[config.mk]
export PLATFORM = sky130hd
export DESIGN_NAME = stream_pkt_fifo
export DESIGN_NICKNAME = d
export VERILOG_FILES = /design/src/rtl/stream_pkg.sv /design/src/rtl/stream_fifo_ram.sv /design/src/rtl/stream_pkt_fifo.sv
export SDC_FILE = /design/constraint.sdc
export NUM_CORES = 1
export LEC_CHECK = 0
export CORE_AREA = 5 5 118 120
export DETAILED_ROUTE_END_ITERATION = 16
export DIE_AREA = 0 0 123 125
export HOLD_SLACK_MARGIN = 0.08
export PLACE_DENSITY = 0.75
export SLEW_MARGIN = 10
export SYNTH_ARGS = -nofsm -noshare
export SYNTH_HDL_FRONTEND = slang
export SYNTH_SLANG_ARGS = --single-unit
[constraint.sdc]
create_clock -name clk -period 3.6 [get_ports clk]
set_input_delay 0.72 -clock clk [delete_from_list [all_inputs] [get_ports clk]]
set_output_delay 0.72 -clock clk [all_outputs]
set_load 0.05 [all_outputs]
[src/rtl/stream_pkg.sv]
`default_nettype none
// ============================================================================
// Module      : stream_pkg
// Description : Shared helpers for the buffered packet stream stage.
//               Width helpers derive pointer/count widths from the depth, and
//               the mode constants name the two egress policies.
// Revision    : 1.0 - initial release
// ============================================================================
package stream_pkg;

  // Egress policies selected by PACKET_MODE
  localparam int PKT_MODE_CUT_THROUGH = 0;
  localparam int PKT_MODE_STORE_FWD   = 1;

  // Address bits needed to index DEPTH entries (DEPTH is a power of 2, >= 2)
  function automatic int addr_w(input int depth);
    return $clog2(depth);
  endfunction

  // Pointer/count width: one extra bit separates full from empty and lets
  // counts reach DEPTH itself
  function automatic int cnt_w(input int depth);
    return addr_w(depth) + 1;
  endfunction

endpackage
`default_nettype wire

[src/rtl/stream_fifo_ram.sv]
`default_nettype none
// ============================================================================
// Module      : stream_fifo_ram
// Description : DEPTH x (DATA_WIDTH+1) storage for the packet FIFO.
//               Synchronous write, asynchronous read, no reset on the array.
// Ports       : clk        - clock, write on rising edge
//               i_wr_en    - write strobe
//               i_wr_addr  - write address
//               i_wr_data  - {last, data} word to store
//               i_rd_addr  - read address
//               o_rd_data  - {last, data} word at i_rd_addr (combinational)
// Revision    : 1.0 - initial release
// ============================================================================
module stream_fifo_ram
  import stream_pkg::*;
#(
  parameter int DATA_WIDTH = 8,
  parameter int DEPTH      = 16
) (
  input  logic                      clk,
  input  logic                      i_wr_en,
  input  logic [addr_w(DEPTH)-1:0]  i_wr_addr,
  input  logic [DATA_WIDTH:0]       i_wr_data,
  input  logic [addr_w(DEPTH)-1:0]  i_rd_addr,
  output logic [DATA_WIDTH:0]       o_rd_data
);

  logic [DATA_WIDTH:0] r_mem [DEPTH];

  always_ff @(posedge clk) begin
    if (i_wr_en) begin
      r_mem[i_wr_addr] <= i_wr_data;
    end
  end

  assign o_rd_data = r_mem[i_rd_addr];

endmodule
`default_nettype wire

[src/rtl/stream_pkt_fifo.sv]
`default_nettype none
// ============================================================================
// Module      : stream_pkt_fifo
// Description : Buffered stream stage carrying data/last/valid/ready.
//               PACKET_MODE 0: cut-through FIFO.
//               PACKET_MODE 1: store-and-forward; a packet is offered
//               downstream only once its last beat is stored, with a
//               full-storage escape so packets longer than DEPTH still drain.
// Ports       : clk      - clock, rising edge
//               rst      - asynchronous active-low reset
//               s_data   - upstream beat data
//               s_valid  - upstream beat valid
//               s_last   - upstream end of packet
//               s_ready  - beat can be accepted (not full)
//               m_data   - downstream beat data
//               m_valid  - downstream beat valid
//               m_last   - downstream end of packet
//               m_ready  - downstream accepts the beat
//               fill     - stored beat count, 0..DEPTH
//               pkt_cnt  - complete packets stored (last beats held)
// Revision    : 1.0 - initial release
// ============================================================================
module stream_pkt_fifo
  import stream_pkg::*;
#(
  parameter int DATA_WIDTH  = 8,
  parameter int DEPTH       = 16,
  parameter int PACKET_MODE = 0
) (
  input  logic                    clk,
  input  logic                    rst,
  input  logic [DATA_WIDTH-1:0]   s_data,
  input  logic                    s_valid,
  input  logic                    s_last,
  output logic                    s_ready,
  output logic [DATA_WIDTH-1:0]   m_data,
  output logic                    m_valid,
  output logic                    m_last,
  input  logic                    m_ready,
  output logic [$clog2(DEPTH):0]  fill,
  output logic [$clog2(DEPTH):0]  pkt_cnt
);

  localparam int ADDR_W = addr_w(DEPTH);
  localparam int CNT_W  = cnt_w(DEPTH);
  localparam logic [CNT_W-1:0] c_cnt_one = CNT_W'(1);

  typedef struct packed {
    logic                  last;
    logic [DATA_WIDTH-1:0] data;
  } stream_beat_t;

  logic [CNT_W-1:0]    r_wr_ptr;
  logic [CNT_W-1:0]    r_rd_ptr;
  logic [CNT_W-1:0]    r_fill;
  logic [CNT_W-1:0]    r_pkt_cnt;

  stream_beat_t        w_wr_beat;
  stream_beat_t        w_rd_beat;
  logic [DATA_WIDTH:0] w_rd_word;
  logic                w_empty;
  logic                w_full;
  logic                w_wr;
  logic                w_rd;
  logic                w_m_valid;
  logic                w_pkt_in;
  logic                w_pkt_out;

  // --------------------------------------------------------------------------
  // Status from registered pointers only; nothing passes straight through
  // --------------------------------------------------------------------------
  assign w_empty = (r_wr_ptr == r_rd_ptr);
  assign w_full  = (r_wr_ptr[ADDR_W-1:0] == r_rd_ptr[ADDR_W-1:0]) &&
                   (r_wr_ptr[ADDR_W] != r_rd_ptr[ADDR_W]);

  generate
    if (PACKET_MODE == PKT_MODE_STORE_FWD) begin : g_store_fwd
      // Hold back until a whole packet is stored. The full term releases an
      // oversize packet that could otherwise never complete.
      assign w_m_valid = !w_empty && ((r_pkt_cnt != '0) || w_full);
    end else begin : g_cut_through
      assign w_m_valid = !w_empty;
    end
  endgenerate

  assign s_ready = !w_full;
  assign m_valid = w_m_valid;

  assign w_wr      = s_valid && !w_full;
  assign w_rd      = w_m_valid && m_ready;
  assign w_pkt_in  = w_wr && s_last;
  assign w_pkt_out = w_rd && w_rd_beat.last;

  // --------------------------------------------------------------------------
  // Storage
  // --------------------------------------------------------------------------
  assign w_wr_beat.last = s_last;
  assign w_wr_beat.data = s_data;

  stream_fifo_ram #(
    .DATA_WIDTH (DATA_WIDTH),
    .DEPTH      (DEPTH)
  ) u_ram (
    .clk       (clk),
    .i_wr_en   (w_wr),
    .i_wr_addr (r_wr_ptr[ADDR_W-1:0]),
    .i_wr_data (w_wr_beat),
    .i_rd_addr (r_rd_ptr[ADDR_W-1:0]),
    .o_rd_data (w_rd_word)
  );

  assign w_rd_beat = w_rd_word;
  assign m_data    = w_rd_beat.data;
  assign m_last    = w_rd_beat.last;

  // --------------------------------------------------------------------------
  // Pointers and counters
  // --------------------------------------------------------------------------
  always_ff @(posedge clk or negedge rst) begin
    if (!rst) begin
      r_wr_ptr <= '0;
      r_rd_ptr <= '0;
    end else begin
      if (w_wr) r_wr_ptr <= r_wr_ptr + c_cnt_one;
      if (w_rd) r_rd_ptr <= r_rd_ptr + c_cnt_one;
    end
  end

  always_ff @(posedge clk or negedge rst) begin
    if (!rst) begin
      r_fill <= '0;
    end else begin
      case ({w_wr, w_rd})
        2'b10:   r_fill <= r_fill + c_cnt_one;
        2'b01:   r_fill <= r_fill - c_cnt_one;
        default: r_fill <= r_fill;
      endcase
    end
  end

  always_ff @(posedge clk or negedge rst) begin
    if (!rst) begin
      r_pkt_cnt <= '0;
    end else begin
      case ({w_pkt_in, w_pkt_out})
        2'b10:   r_pkt_cnt <= r_pkt_cnt + c_cnt_one;
        2'b01:   r_pkt_cnt <= r_pkt_cnt - c_cnt_one;
        default: r_pkt_cnt <= r_pkt_cnt;
      endcase
    end
  end

  assign fill    = r_fill;
  assign pkt_cnt = r_pkt_cnt;

endmodule
`default_nettype wire

== Yosys cells after proc, flatten, opt, wreduce, memory -nomap -nowiden ==
Memory sizes are Yosys's and may differ from the RTL's.
Cells that the tools add are included.
Widths: inputs -> output; s select.

* Add/sub/neg operators: 6
* Equality and inequality tests: 7
* Multiplexer cells: 4
* Reduce and logical (&&, ||, !) cells: 9

{| class="wikitable"
|+ Operators with widths
! cell !! count
|-
| $add 5x1->5 const B || 4
|-
| $pmux 5 s2 || 2
|-
| $sub 5x1->5 const B || 2
|-
| $eq 5x5->1 || 1
|-
| $logic_and 1x1->1 || 5
|-
| $eq 2x1->1 const B || 2
|-
| $eq 2x2->1 const B || 2
|-
| $eq 4x4->1 || 1
|-
| $reduce_bool 2->1 || 2
|-
| $logic_not 1->1 || 2
|-
| $mux 1 || 2
|-
| $ne 1x1->1 || 1
|}

* Register bits: 20
* Memory bits (writable): 144
* Bits of input ports: 13
* Output and inout bits: 21
* Logic and storage cells: 31
* Memories kept: 1

{| class="wikitable"
|+ Memories
! name !! words !! width !! rd ports !! clocked after memory_dff !! write ports !! RTL line !! text
|-
| u_ram.r_mem || 16 || 9 || 1 || 0 || 1 || stream_fifo_ram.sv:28 || <nowiki>logic [DATA_WIDTH:0] r_mem [DEPTH];</nowiki>
|}

== Longest topological paths before layout ==
Gate-level depths: netlist of the first run.

* Depth in word-level cells: 7
* Depth in mapped cells: 14
* Gate-level depth less buffers: 13

== Modules after synthesis ==
From an unflattened synthesis of the first run, not the netlist that was laid out.

* Cells, all modules: 363
* Area total of the unflattened synthesis: 6914.1 um2

{| class="wikitable"
|+ By module, submodules not included
! module !! times used !! cells an instance !! area each (um2) !! sequential area each (um2)
|-
| stream_fifo_ram || 1 || 245 || 5600.4 || 4324.1
|-
| stream_pkt_fifo || 1 || 118 || 1313.8 || 500.5
|}

== Worst setup path after synthesis of the first run ==
No wires, ideal clock.

* Path type: reg-to-reg
* Start: register r_rd_ptr[0]
* End: register r_pkt_cnt[4] (netlist: pkt_cnt[4])
* Library setup time: 0.140 ns
* Data arrival time: 3.518 ns
* Data required time: 3.460 ns
* Setup slack: -0.058 ns
* Stages on the path, launching flop included: 14
* Path buffers: 1
* Clock period less this slack: 3.658 ns
* Cells stage by stage: dfrtp_1 buf_6 mux4_2 mux2i_1 a21oi_1 and2_1 ha_1 inv_1 fa_1 nor2b_1 o21ai_0 nand3_1 or3b_2 xnor2_1

* Elaborated cells on any way between the ends: 14
* Those cells by class: 4 x eq/ne; 1 x mux; 8 x reduce/logical; 1 x memory

{| class="wikitable"
|+ RTL lines
! item !! RTL line !! text
|-
| from (decl) || stream_pkt_fifo.sv:54 || <nowiki>logic [CNT_W-1:0] r_rd_ptr;</nowiki>
|-
| from (signal assigned) || stream_pkt_fifo.sv:125 || <nowiki>if (w_rd) r_rd_ptr <= r_rd_ptr + c_cnt_one;</nowiki>
|-
| $mem_v2 16x9 (*) || n/a ||
|-
| net m_last || stream_pkt_fifo.sv:38 || <nowiki>output logic m_last,</nowiki>
|-
| $logic_and 1x1->1 (*) || stream_pkt_fifo.sv:92 || <nowiki>assign w_pkt_out = w_rd && w_rd_beat.last;</nowiki>
|-
| $eq 2x1->1 or $eq 2x2->1 (tied branches) || stream_pkt_fifo.sv:145 || <nowiki>case ({w_pkt_in, w_pkt_out})</nowiki>
|-
| $pmux 5 s2 or $reduce_bool 2->1 (tied branches) || n/a ||
|-
| to (signal assigned) || stream_pkt_fifo.sv:146 || <nowiki>2'b10: r_pkt_cnt <= r_pkt_cnt + c_cnt_one;</nowiki>
|-
| to (signal assigned) || stream_pkt_fifo.sv:147 || <nowiki>2'b01: r_pkt_cnt <= r_pkt_cnt - c_cnt_one;</nowiki>
|-
| to (signal assigned) || stream_pkt_fifo.sv:148 || <nowiki>default: r_pkt_cnt <= r_pkt_cnt;</nowiki>
|-
| to (decl) || stream_pkt_fifo.sv:56 || <nowiki>logic [CNT_W-1:0] r_pkt_cnt;</nowiki>
|}

Mark *: on every way through the listed nets, which the timed path passes. The rest lies on a longest branch.
A chain may end at the register's enable or synchronous reset.

== Final worst setup path of the first run ==
* Start: register r_rd_ptr[0]
* End: output port m_data[3]

* Longest elaborated chain between the ends: 1

{| class="wikitable"
|+ Ends and longest elaborated chain
! item !! RTL line !! text
|-
| $mem_v2 16x9 || n/a ||
|-
| to (decl) || stream_pkt_fifo.sv:36 || <nowiki>output logic [DATA_WIDTH-1:0] m_data,</nowiki>
|}

Every way passes these cells.

==> results.txt, run 1 <==
Master of the slowest instance on the critical path: sky130_fd_sc_hd__mux4_1. The total overflow left after global routing is 0. Final max-slew violation count: 0. Clock-pin slew was measured on the worst setup and hold paths at 0.06 ns. The number of antenna diodes in the final layout is 0. For the number of standard-cell rows in the floorplan, the log shows 42. The total net switching power was 0.002605 W.

The critical path in this run is classified as flop to primary output. In the post-synthesis netlist, the cell with the most instances is sky130_fd_sc_hd__edfxtp_1. VDD sags by at most 642.4 uV.

The clock share of power was 22.9%; the total number of yosys warnings was 0. Hold repair after CTS inserted 0 buffers. The logs give 12,870 um2 for the placeable core region and 4826 um2 for the register cell area after layout.

The routability-driven placement congestion ratio is 0.7398, and the reg2reg setup slack is 0.31 ns. The area of all placed cells without fillers came out at 7951 um2. The number of library cell types mapped by synthesis is 34, and the total of max-cap violations is 0.

Entering global routing, the biggest net connects 27 pins. From left edge to right edge, the die measures 123 um. The filler cells instantiated in the layout total 902. Of the cells placed in the final design, the portion with a size suffix greater than 1 is 21.80%. For this design the top-level I/O count stands at 34. For the total of endpoints with negative setup slack in the final report, the log shows 0. The cell count after synthesis came out at 364.

The transition time of the tightest slew-check pin was 0.9465 ns; the total internal power was 0.004461 W. Kind of cell adding the most delay to the critical path: buffers and inverters. The maximum clock frequency was 296.6 MHz. TritonCTS built the clock tree. Summing all multi-input logic gate instances after layout gives 1893 um2. For the number of DRC violations after detailed-routing iteration 0, the log shows 296. Across every metal layer, demand over resource in global routing totals 17.78%. The initial utilization of the core area, before any placement, comes to 53.50%. Sequential cells account for 36.0% of the total power. Of the synthesized area, sequential elements account for 70.05%. The top cell type by total area after synthesis was sky130_fd_sc_hd__edfxtp_1. The tightest min-delay check is of the flop to flop type. The average wire per cell in the routed design is 21.09 um.

The worst setup path is launched from a flop. The run finished with clean final reports. Number of global-route vias before repair: 3,622. At the end of the flow, the number of nets in the layout was 437. On the final layout, the worst hold slack is 0.4792 ns. The signal on the critical path passes through buf_4, buf_6, mux4_1, nor2b_1, a211oi_1, a21oi_1, buf_4. The shortest period the worst path allows works out to 3.372 ns. Between clock sinks in the finished design, the worst skew comes to 0.008783 ns. The run gives 3,408 as the via count. The number of iterations in the first detailed-routing pass came out at 4.

The hold violation total from the final report came out at 0. Setup repair after global routing left no endpoint under its margin. Before CTS, the worst setup slack after placement is 0.3183 ns.

The clock tree synthesis step divided the H-tree into 4 levels. Wire length of the first global-routing pass: 19,750 um. The synthesized design contains 144 enable-type register cells. Data on the critical path is required at its endpoint by 2.88 ns.

Headroom to the max-slew limit came out at 36.70%. The chip height was 125 um; the overall power was 0.007066 W. Together, buffers and inverters on the worst path number 3. For the number of antenna violations at the first check in global routing, the log shows 0. Of the total power, combinational logic draws 41.1%.

The synthesized cell area was 6888 um2. In the synthesized netlist the async set-or-reset flop fraction comes to 12.20%. Counting the buffers created by CTS gives 17. In this run the mean area of a mapped cell was 18.92 um2. The worst-skew pair later-pin latency is 0.42 ns, and the maximum cell stage delay along the critical path is 0.61 ns.

The share of synthesized area in the top cell type comes to 62.78%. The number of clock sinks came out at 164. Synthesized net count: 392. The die covers 15,380 um2. The detailed-placement wirelength estimate was 7846 um. At the worst endpoint, the arrival time is 2.65 ns. The tools report the root buffer cell as sky130_fd_sc_hd__clkbuf_16.

STA classifies the critical path endpoint as a primary output. The tools report the setup total negative slack as 0 ns. The area added between synthesis and finish is 15.44%. After synthesis the netlist holds a flip-flop and latch count of 164. The ratio of routed vias to standard cells was 5.699; the static leakage power was 2.786 nW.

The worst-case clock buffer depth came out at 2. Number of buffers inserted by port buffering: 33. The most used flip-flop cell after synthesis is sky130_fd_sc_hd__edfxtp_1.

Setup slack on the critical path of the routed design comes to 0.2279 ns. In this design, the critical path's most frequently occurring cell is sky130_fd_sc_hd__buf_4. Summed over all layers, the routed wires come to 12,610 um. The cell area after placement came out at 7411 um2. Of the total power, the share spent switching nets is 36.86%.

By count the netlist is led by sky130_fd_sc_hd__edfxtp_1, sky130_fd_sc_hd__mux4_2, sky130_fd_sc_hd__dfrtp_1, sky130_fd_sc_hd__and3_1. Dividing the final minimum period by the clock period gives 93.67%. The detail route stage leaves a number of antenna-violating nets equal to 0. The top fanout value on the critical path was 26; the number of remaining DRC errors was 0. For this design the ratio of total power to cell area is 888.7 nW/um2. By area the synthesized netlist is led by sky130_fd_sc_hd__edfxtp_1, sky130_fd_sc_hd__mux4_2, sky130_fd_sc_hd__dfrtp_1.
-- layer usage --
metal / wire length, um / GRT usage (%) / vias up
met5: 0 / 0 / -
met4: 189 / 7.818 / 0
met3: 790 / 4.833 / 13
met2: 6380 / 27.11 / 117
met1: 5250 / 24.27 / 1747
li1: - / - / 1531
-- registers in the layout (all words and copies together) (netlist names) --
signal and flops:
u_ram.r_mem 144, fill 5, pkt_cnt 5, r_rd_ptr 5, r_wr_ptr 5
-- metrics by stage --
step	std cells	utilization (%)
5_1_grt	598	61.76
2_1_floorplan	364	-
3_3_place_gp	566	57.56
6_report	598	61.76
3_5_place_dp	566	57.56
4_1_cts	598	61.73
-- final cells by class --
| class | instances | area share, % |
|---|---|---|
| clock buffer | 18 | 5.397 |
| sequential | 164 | 60.69 |
| tap | 176 | 2.769 |
| timing repair buffer | 45 | 5.460 |
| multi-input combinational | 170 | 23.81 |
| clock inverter | 14 | 1.353 |
| inverter | 11 | 0.5193 |
-- kinds of logic after synthesis --
logic type,share of synthesized area (%)
XOR/XNOR,2.797
flip-flops,70.05
adder cells (fa/ha/maj),2.943
AO/OA/AOI/OAI,3.415
multiplexers,13.79
buffers and inverters,2.525
AND/OR/NAND/NOR,4.487
-- repair_timing --
item / 4_1_cts / 5_1_grt
setup buffers: 0 / 0
gates resized for setup: 0 / 1
setup endpoints to repair: 0 / 4
-- power groups by stage --
stage               Sequential [W]  Combinational [W]  Clock [W]
floorplan                  0.00271            0.00200          0
global placement           0.00256            0.00287          0
detailed placement         0.00258            0.00293          0
CTS                        0.00255            0.00294    0.00165
global route               0.00257            0.00314    0.00174
finish                     0.00254            0.00290    0.00162
-- worst reg2reg max path: cells and delay by family (launching register included) --
kind	cells	cell delay, ns
simple gates	3	0.76
mux	1	0.52
flops	1	0.37
xor+xnor	1	0.14
fa+ha+maj	2	0.58
buf+inv	1	0.19
compound gates	4	0.62
-- path summary, 6_finish.rpt --
kind | startpoint | end | depth (start not counted)
max | r_rd_ptr[0] | m_data[3] | 7
min | fill[4] | fill[4] | 1
max reg2reg | r_rd_ptr[0] | pkt_cnt[4] | 12
min reg2reg | fill[4] | fill[4] | 1
max in group asynchronous | rst | r_rd_ptr[0] | 1
min in group asynchronous | rst | r_wr_ptr[0] | 1
-- cells in the final DEF (no fill, tap or decap), types with 3 or more instances in the layout --
| master | count |
|---|---|
| sky130_fd_sc_hd__edfxtp_1 | 144 |
| sky130_fd_sc_hd__mux4_2 | 26 |
| sky130_fd_sc_hd__clkdlybuf4s50_1 | 22 |
| sky130_fd_sc_hd__dfrtp_1 | 19 |
| sky130_fd_sc_hd__buf_4 | 19 |
| sky130_fd_sc_hd__clkbuf_16 | 17 |
| sky130_fd_sc_hd__and3_1 | 15 |
| sky130_fd_sc_hd__nor2b_1 | 13 |
| sky130_fd_sc_hd__ha_1 | 13 |
| sky130_fd_sc_hd__nand2_1 | 12 |
| sky130_fd_sc_hd__a21oi_1 | 12 |
| sky130_fd_sc_hd__inv_1 | 11 |
| sky130_fd_sc_hd__xnor2_1 | 11 |
| sky130_fd_sc_hd__xor2_1 | 11 |
| sky130_fd_sc_hd__mux4_1 | 10 |
| sky130_fd_sc_hd__mux2i_1 | 9 |
| sky130_fd_sc_hd__o21ai_0 | 9 |
| sky130_fd_sc_hd__clkinvlp_4 | 6 |
| sky130_fd_sc_hd__a211oi_1 | 5 |
| sky130_fd_sc_hd__a211oi_2 | 4 |
| sky130_fd_sc_hd__nand4_1 | 3 |
| sky130_fd_sc_hd__clkinv_4 | 3 |
| sky130_fd_sc_hd__inv_6 | 3 |
| sky130_fd_sc_hd__buf_12 | 3 |
Note: power is estimated with default switching activity, not from simulation.
==> inputs of run 2 (changes only) <==
--- a/config.mk
+++ b/config.mk
@@ -6,6 +6,7 @@
 export NUM_CORES = 1
 export LEC_CHECK = 0
 export CORE_AREA = 5 5 118 120
+export CTS_CLUSTER_SIZE = 8
 export DETAILED_ROUTE_END_ITERATION = 16
 export DIE_AREA = 0 0 123 125
 export HOLD_SLACK_MARGIN = 0.08
==> results of run 2 <==
The final DEF is identical to that of run 1; final timing and power are the same.
